$ cat config.mk
export PLATFORM = sky130hd
export DESIGN_NAME = time_keeper_cfg
export DESIGN_NICKNAME = d
export VERILOG_FILES = /design/src/rtl/time_keeper_cfg.sv
export SDC_FILE = /design/constraint.sdc
export NUM_CORES = 1
export LEC_CHECK = 0
export CAP_MARGIN = 30
export CORE_MARGIN = 8
export CORE_UTILIZATION = 40
export CTS_CLUSTER_SIZE = 25
export DETAILED_ROUTE_END_ITERATION = 8
export DONT_BUFFER_PORTS = 1
export HOLD_SLACK_MARGIN = 0.06
export PLACE_DENSITY_LB_ADDON = 0.3
export SYNTH_ARGS = -nofsm -noshare
export SYNTH_HDL_FRONTEND = slang
export SYNTH_SLANG_ARGS = --single-unit
$ cat constraint.sdc
create_clock -name clk -period 4.56 [get_ports clk]
set_input_delay 0 -clock clk [delete_from_list [all_inputs] [get_ports clk]]
set_output_delay 0 -clock clk [all_outputs]
set_load 0.005 [all_outputs]
$ cat src/rtl/time_keeper_cfg.sv
// Time-of-day counter with an internal 1-second prescaler and run/stop control.
// Also provides validated time load, manual minute/hour adjust, 12/24-hour display and rollover pulses.
module time_keeper_cfg #(
    parameter int TICK_DIV = 100000000,
    parameter int PRE_W    = 27
) (
    input  logic       clk,
    input  logic       reset,
    input  logic       run,
    input  logic       set_valid,
    input  logic [4:0] set_hours,
    input  logic [5:0] set_minutes,
    input  logic [5:0] set_seconds,
    input  logic       inc_min,
    input  logic       inc_hour,
    input  logic       mode_12h,
    output logic [5:0] seconds,
    output logic [5:0] minutes,
    output logic [4:0] hours,
    output logic [4:0] disp_hours,
    output logic       pm,
    output logic       sec_pulse,
    output logic       min_pulse,
    output logic       hour_pulse,
    output logic       day_pulse,
    output logic       set_err
);

    localparam logic [PRE_W-1:0] PRE_LAST = PRE_W'(TICK_DIV - 1);

    logic [PRE_W-1:0] pre_cnt;
    logic             tick;
    logic             load_ok;
    logic             adjust;

    logic [5:0] sec_n;
    logic [5:0] min_n;
    logic [4:0] hr_n;
    logic       sp_n;
    logic       mp_n;
    logic       hp_n;
    logic       dp_n;
    logic       err_n;

    assign tick    = run && (pre_cnt == PRE_LAST);
    assign load_ok = (set_hours <= 5'd23) && (set_minutes <= 6'd59) && (set_seconds <= 6'd59);
    assign adjust  = inc_min || inc_hour;

    // A successful load restarts the second so the next tick is a full period away.
    always_ff @(posedge clk) begin
        if (reset || !run) begin
            pre_cnt <= '0;
        end else if (set_valid && load_ok) begin
            pre_cnt <= '0;
        end else if (tick) begin
            pre_cnt <= '0;
        end else begin
            pre_cnt <= pre_cnt + 1'b1;
        end
    end

    always_comb begin
        sec_n = seconds;
        min_n = minutes;
        hr_n  = hours;
        sp_n  = 1'b0;
        mp_n  = 1'b0;
        hp_n  = 1'b0;
        dp_n  = 1'b0;
        err_n = 1'b0;
        if (set_valid) begin
            if (load_ok) begin
                sec_n = set_seconds;
                min_n = set_minutes;
                hr_n  = set_hours;
            end else begin
                err_n = 1'b1;
            end
        end else if (adjust) begin
            if (inc_min) begin
                min_n = (minutes == 6'd59) ? 6'd0 : minutes + 6'd1;
            end
            if (inc_hour) begin
                hr_n = (hours == 5'd23) ? 5'd0 : hours + 5'd1;
            end
        end else if (tick) begin
            sp_n = 1'b1;
            if (seconds == 6'd59) begin
                sec_n = 6'd0;
                mp_n  = 1'b1;
                if (minutes == 6'd59) begin
                    min_n = 6'd0;
                    hp_n  = 1'b1;
                    if (hours == 5'd23) begin
                        hr_n = 5'd0;
                        dp_n = 1'b1;
                    end else begin
                        hr_n = hours + 5'd1;
                    end
                end else begin
                    min_n = minutes + 6'd1;
                end
            end else begin
                sec_n = seconds + 6'd1;
            end
        end
    end

    always_ff @(posedge clk) begin
        if (reset) begin
            seconds    <= '0;
            minutes    <= '0;
            hours      <= '0;
            sec_pulse  <= 1'b0;
            min_pulse  <= 1'b0;
            hour_pulse <= 1'b0;
            day_pulse  <= 1'b0;
            set_err    <= 1'b0;
        end else begin
            seconds    <= sec_n;
            minutes    <= min_n;
            hours      <= hr_n;
            sec_pulse  <= sp_n;
            min_pulse  <= mp_n;
            hour_pulse <= hp_n;
            day_pulse  <= dp_n;
            set_err    <= err_n;
        end
    end

    always_comb begin
        pm = (hours >= 5'd12);
        if (!mode_12h) begin
            disp_hours = hours;
        end else if (hours == 5'd0) begin
            disp_hours = 5'd12;
        end else if (hours > 5'd12) begin
            disp_hours = hours - 5'd12;
        end else begin
            disp_hours = hours;
        end
    end

endmodule
### After elaboration in Yosys (flattened, before gate mapping)

Index checks and enable logic that the tools add are counted.

* flip-flop bits (word level): 49
* input bits: 24
* output and inout port bits: 28

* $add $sub $neg: 5
* order comparisons: 5
* eq/ne operators: 8
* muxes and demuxes: 28
* bitwise logic cells: 4
* reductions and logical operators: 21

Operators by type and width (number)
* 6-bit two-way mux: 12
* 5-bit two-way mux: 11
* 27-bit by 1-bit adder with 27-bit output, second input constant: 1
* 27-bit == test, second input constant: 1
* 6-bit by 1-bit adder with 6-bit output, second input constant: 2
* 6-bit == test, second input constant: 2
* 6-bit <= comparator, second input constant: 2
* 3-bit nonzero test: 3
* 3-bit inequality test, second input constant: 2
* 3-bit OR reduction: 2
* 6-bit OR reduction: 1
* 5-bit by 1-bit adder with 5-bit output, second input constant: 1
* 5-bit == test, second input constant: 1
* 5-bit by 4-bit greater-or-equal comparator with 1-bit output, second input constant: 1
* 5-bit by 4-bit > comparator with 1-bit output, second input constant: 1
* 5-bit <= comparator, second input constant: 1
* 5-bit logical NOT: 1
* 1-bit two-way mux: 5
* 5-bit AND reduction: 1
* 5-bit OR reduction: 1
* 5-bit by 4-bit subtractor with 5-bit output, second input constant: 1
* 1-bit logical AND: 4
* 1-bit inverter: 4
* 4-bit AND reduction: 1
* 8 further kinds: 9

### Longest topological paths before layout

* depth after elaboration: 7
* mapped depth: 7
* gate-level depth less buffers: 6

### Least setup slack after synthesis

OpenSTA, ideal clock, no wires.

* kind: register to register
* start point: register pre_cnt[0]
* end point: register minutes[0]
* library setup time: 0.095 ns
* data arrival time: 1.703 ns
* data required time: 4.465 ns
* slack: 2.761 ns
* stages on the path, launching flop included: 7
* path buffers: 0
* clock period less this slack: 1.799 ns
* cell sequence: dfxtp_1 ha_1 nand4_2 nor3_4 nand3_2 a221o_1 a221oi_1

* word-level cells in the longest chain between the ends: 4

RTL lines
* from (decl): line 31 `logic [PRE_W-1:0] pre_cnt;`
* from (signal assigned): line 58 `pre_cnt <= pre_cnt + 1'b1;`
* 27-bit == test: line 45 `assign tick = run && (pre_cnt == PRE_LAST);`
* 1-bit logical AND: line 45
* 3-bit nonzero test (no line)
* 4-bit AND reduction (no line)
* to (signal assigned): line 121 `minutes <= min_n;`
* to (decl): line 18 `output logic [5:0] minutes,`

Every way passes these cells.
A chain may end at the register's enable or synchronous reset.

### Worst setup path in the final report

* start point: register pre_cnt[0]
* end point: register minutes[1]

Same word-level chain as after synthesis.

==> metrics.md <==
| Metric | Value |
|---|---|
| Status | complete, no violations |
| Die Area | 0.00975 sq mm |
| First-pass GRT wire length | 11.8 mm |
| Inserted Clock Buffers | 5 |
| CTS tree | built |
| Layout fillers | 651 |
| Final Wtd Congestion | 0.889 |
| Slew @ Worst Pin | 0.867 ns |
| Compound-Gate Fraction of Synth Area | 0.161 |
| Crit-path slowest cell | dlygate4sd3_1 |
| Mux cell area share after synthesis | 0.00365 |
| CP Capture Type | register |
| Largest net degree at the start of global routing | 26 |
| CTS Root Cell | clkbuf_8 |
| Initial antenna violation count | 0 |
| Final core utilization | 0.461 |
| Remaining antenna violation count | 0 |
| Post-synth top area share | 0.358 |
| Crit Path Category | reg -> reg |
| All-layer global routing usage | 0.146 |
| # rows | 30 |
| Startpoint Class | register |
| Final wirelength | 6.99 mm |
| Setup WS pre-CTS | 2.39 ns |
| Die W | 98.7 microns |
| Drt via density | 5.87 |
| Worst Hold Class | in -> reg |
| Simple-Gate Fraction of Synth Area | 0.306 |
| Average size of a mapped cell | 8.22 sq um |
| First DRT Iteration DRCs | 170 |
| Clock buffer depth | 2 |
| Max-slew violation count | 0 |
| Min Clock Period, post-route | 2.62 ns |
| Main synth FF type | dfxtp_1 |
| Leak | 1.06 nW |
| Clock transition at the registers of the reported paths | 0.10 ns |
| CP Launch Point | pre_cnt[0]$_SDFF_PP0_ |
| Post-route DRC violation count | 0 |
| Top Ports | 52 |
| Post-synth top area cell | dfxtp_1 |
| Depth of the most critical reg-to-reg path | 7 |
| #FFs+latches synth | 49 |
| Mapped Cells | 333 |
| Largest family of logic cells by synthesized area | simple AND/OR/NAND/NOR gates |
| R2r endpoint | minutes[1]$_SDFFE_PP0P_ |
| WL/cell | 16.3 microns |
| Worst-case clock skew | 0.0156 ns |
| WP data arrival | 2.82 ns |
| Post-route worst setup slack | 1.94 ns |
| Post-CTS sizing | 0 |
| Worst EP required | 4.76 ns |
| RSZ-0062 raised after global routing | false |
| Max Fclk | 382 MHz |
| Final period util | 0.575 |
| Sequential element share of the synthesized area | 0.358 |
| Synth area leaders | dfxtp_1 36%, xnor2_1 7.4%, nor2_1 6.7% |
| Starting Density | 0.408 |
| FFs w/ async S/R, synth | 0 |
| Layout cell share with drive strength beyond 1 | 0.0602 |
| Via count | 2517 |
| Reg-to-reg setup timing slack | 1.94 ns |
| Worst skew pair latency | 0.30 ns |
| Synthesis Warnings | 0 |
| Total congestion overflow | 0 |
| Reg-to-reg startpoint | pre_cnt[0]$_SDFF_PP0_ |
| Final hold vios | 0 |
| Port buffer count | 0 |
| Critical Path End | minutes[1]$_SDFFE_PP0P_ |
| Pre-Repair DR Iteration Count | 6 |
| CP max stage delay | 0.60 ns |
| Critical-path cell list | ha_1 -> nand4_2 -> nor3_4 -> nand3_2 -> a21oi_1 -> a221oi_1 -> dlygate4sd3_1 |
| Max VDD drop | 0.190 mV |
| Sum Neg Setup Slack | 0 ns |
| Post-DP HPWL | 5.10 mm |
| P per Cell Area | 285 mW/mm^2 |
| Nets | 381 |
| Die height | 98.7 microns |
| Vias in the first global route | 2423 |
| Maximum fanout along the worst path | 7 |
| Total power | 0.000884 W |
| Fraction of the mapped netlist area in adder cells | 0.0365 |
| Ant diodes | 0 |
| H-tree depth reported by CTS | 2 |
| Slew headroom | 0.421 |
| Post-synth EDFFs | 0 |
| Post-Syn Area | 0.00274 sq mm |
| Placed cells | 402 |
| Synthesized Nets | 365 |
| Distinct cells, synth | 57 |
| Setup violators final | 0 |
| Core ar. | 0.00672 sq mm |
| Max Cap Viol | 0 |
| CTS sink count | 49 |
| Cell Count, Final, Fillers Out | 429 |
| Xor and xnor area share after synthesis | 0.0927 |
| Layout area overhead | 13.2% |
## registers in the layout, summed over array words and instances (netlist names)
signal and count:
set_err 1, day_pulse 1, seconds 6, pre_cnt 27, min_pulse 1, sec_pulse 1
hours 5, hour_pulse 1, minutes 6
## through the flow
| step | hold slack [ns] | instance area (sq um) |
|---|---|---|
| global route | 0.0773 | 3100 |
| detailed placement | 0.0820 | 2800 |
| finish | 0.0736 | 3100 |
| global placement | 0.0822 | 2800 |
| floorplan | 0.163 | 2740 |
| CTS | 0.0673 | 3100 |
## cells in the mapped netlist (2+ instances only)
cell      count
and4_1        3
and3_1        5
xnor2_1      23
a221oi_1      5
xor2_1        6
nand2b_1      2
nand3_1      15
ha_1          8
nor2_1       49
clkbuf_1      8
a22oi_1       3
a31oi_1       4
a222oi_1      4
nor3_1       16
or3_1         3
and2_1        5
nand4_2       2
a211oi_1      6
nor3_2        3
inv_1        19
nand4_1      10
o211ai_1      2
a221o_1       2
nand2_1      21
nor2b_1       3
and4b_1       2
buf_2         2
nor4_1        5
o21ai_0       7
o32ai_1       3
a21oi_1      13
dfxtp_1      49
## logic make-up after synthesis
group,after synthesis
simple gates,155
compound gates,61
flops,49
buf+inv,30
xor+xnor,29
fa+ha+maj,8
mux,1
## cells in the final DEF (no fill, tap or decap), drive strengths merged, types with 2 or more instances in the layout
cell type / count
xor2: 6
and2: 5
o211ai: 2
a222oi: 4
o21ai: 8
ha: 8
a211o: 2
and3: 6
and4: 4
nor2: 49
a31oi: 4
or3: 3
dlygate4sd3: 20
o32ai: 3
xnor2: 23
a22oi: 3
nand3: 16
nand4: 12
dfxtp: 49
a211oi: 6
nor2b: 3
nand2: 21
nor3: 20
a221o: 2
a21oi: 13
inv: 19
nor4: 6
nand2b: 2
a221oi: 5
clkbuf: 5
and4b: 2
## per-layer routing
layer	wire length [microns]	GRT usage	vias to the layer above
met4	70	0.0472	0
met5	0	0	-
li1	-	-	1250
met2	3490	0.249	65
met1	3010	0.173	1195
met3	426	0.0374	7
## final cells by class
class	instances	area, sq um	share of cell area
multi-input combinational	254	1640	0.530
sequential	49	981	0.317
timing repair buffer	20	200	0.0646
tap	80	100	0.0323
inverter	19	71.3	0.0230
clock buffer	5	68.8	0.0222
clock inverter	2	35.0	0.0113
## power by group
part | total [W] | switching, W | internal (W)
Sequential | 0.000468 | 0.0000255 | 0.000442
Combinational | 0.000112 | 0.0000613 | 0.0000504
Clock | 0.000304 | 0.000145 | 0.000160
Total | 0.000884 | 0.000231 | 0.000652
## worst max-delay path: cells and delay by family (launching register included)
| kind | cells | cell delay [ns] |
|---|---|---|
| DFF | 1 | 0.37 |
| and+or+nand+nor | 3 | 0.55 |
| buffers and inverters | 1 | 0.60 |
| AOI/OAI and AO/OA | 2 | 0.70 |
| adders and majority gates | 1 | 0.28 |
## worst min-delay path by stage
stage / to / start / cells after the start
floorplan: disp_hours[2] / mode_12h / 2
global placement: hours[4]$_SDFFE_PP0P_ / reset / 1
detailed placement: hours[4]$_SDFFE_PP0P_ / reset / 1
CTS: hours[2]$_SDFFE_PP0P_ / set_valid / 4
global route: minutes[2]$_SDFFE_PP0P_ / set_valid / 4
finish: hours[2]$_SDFFE_PP0P_ / set_valid / 4
## what timing repair did
| action | 4_1_cts | 5_1_grt |
|---|---|---|
| endpoints found under the hold margin | 24 | 0 |
| buffers inserted | 0 | 0 |
| hold buffers | 20 | 0 |
Note: power is estimated with default switching activity, not from simulation.
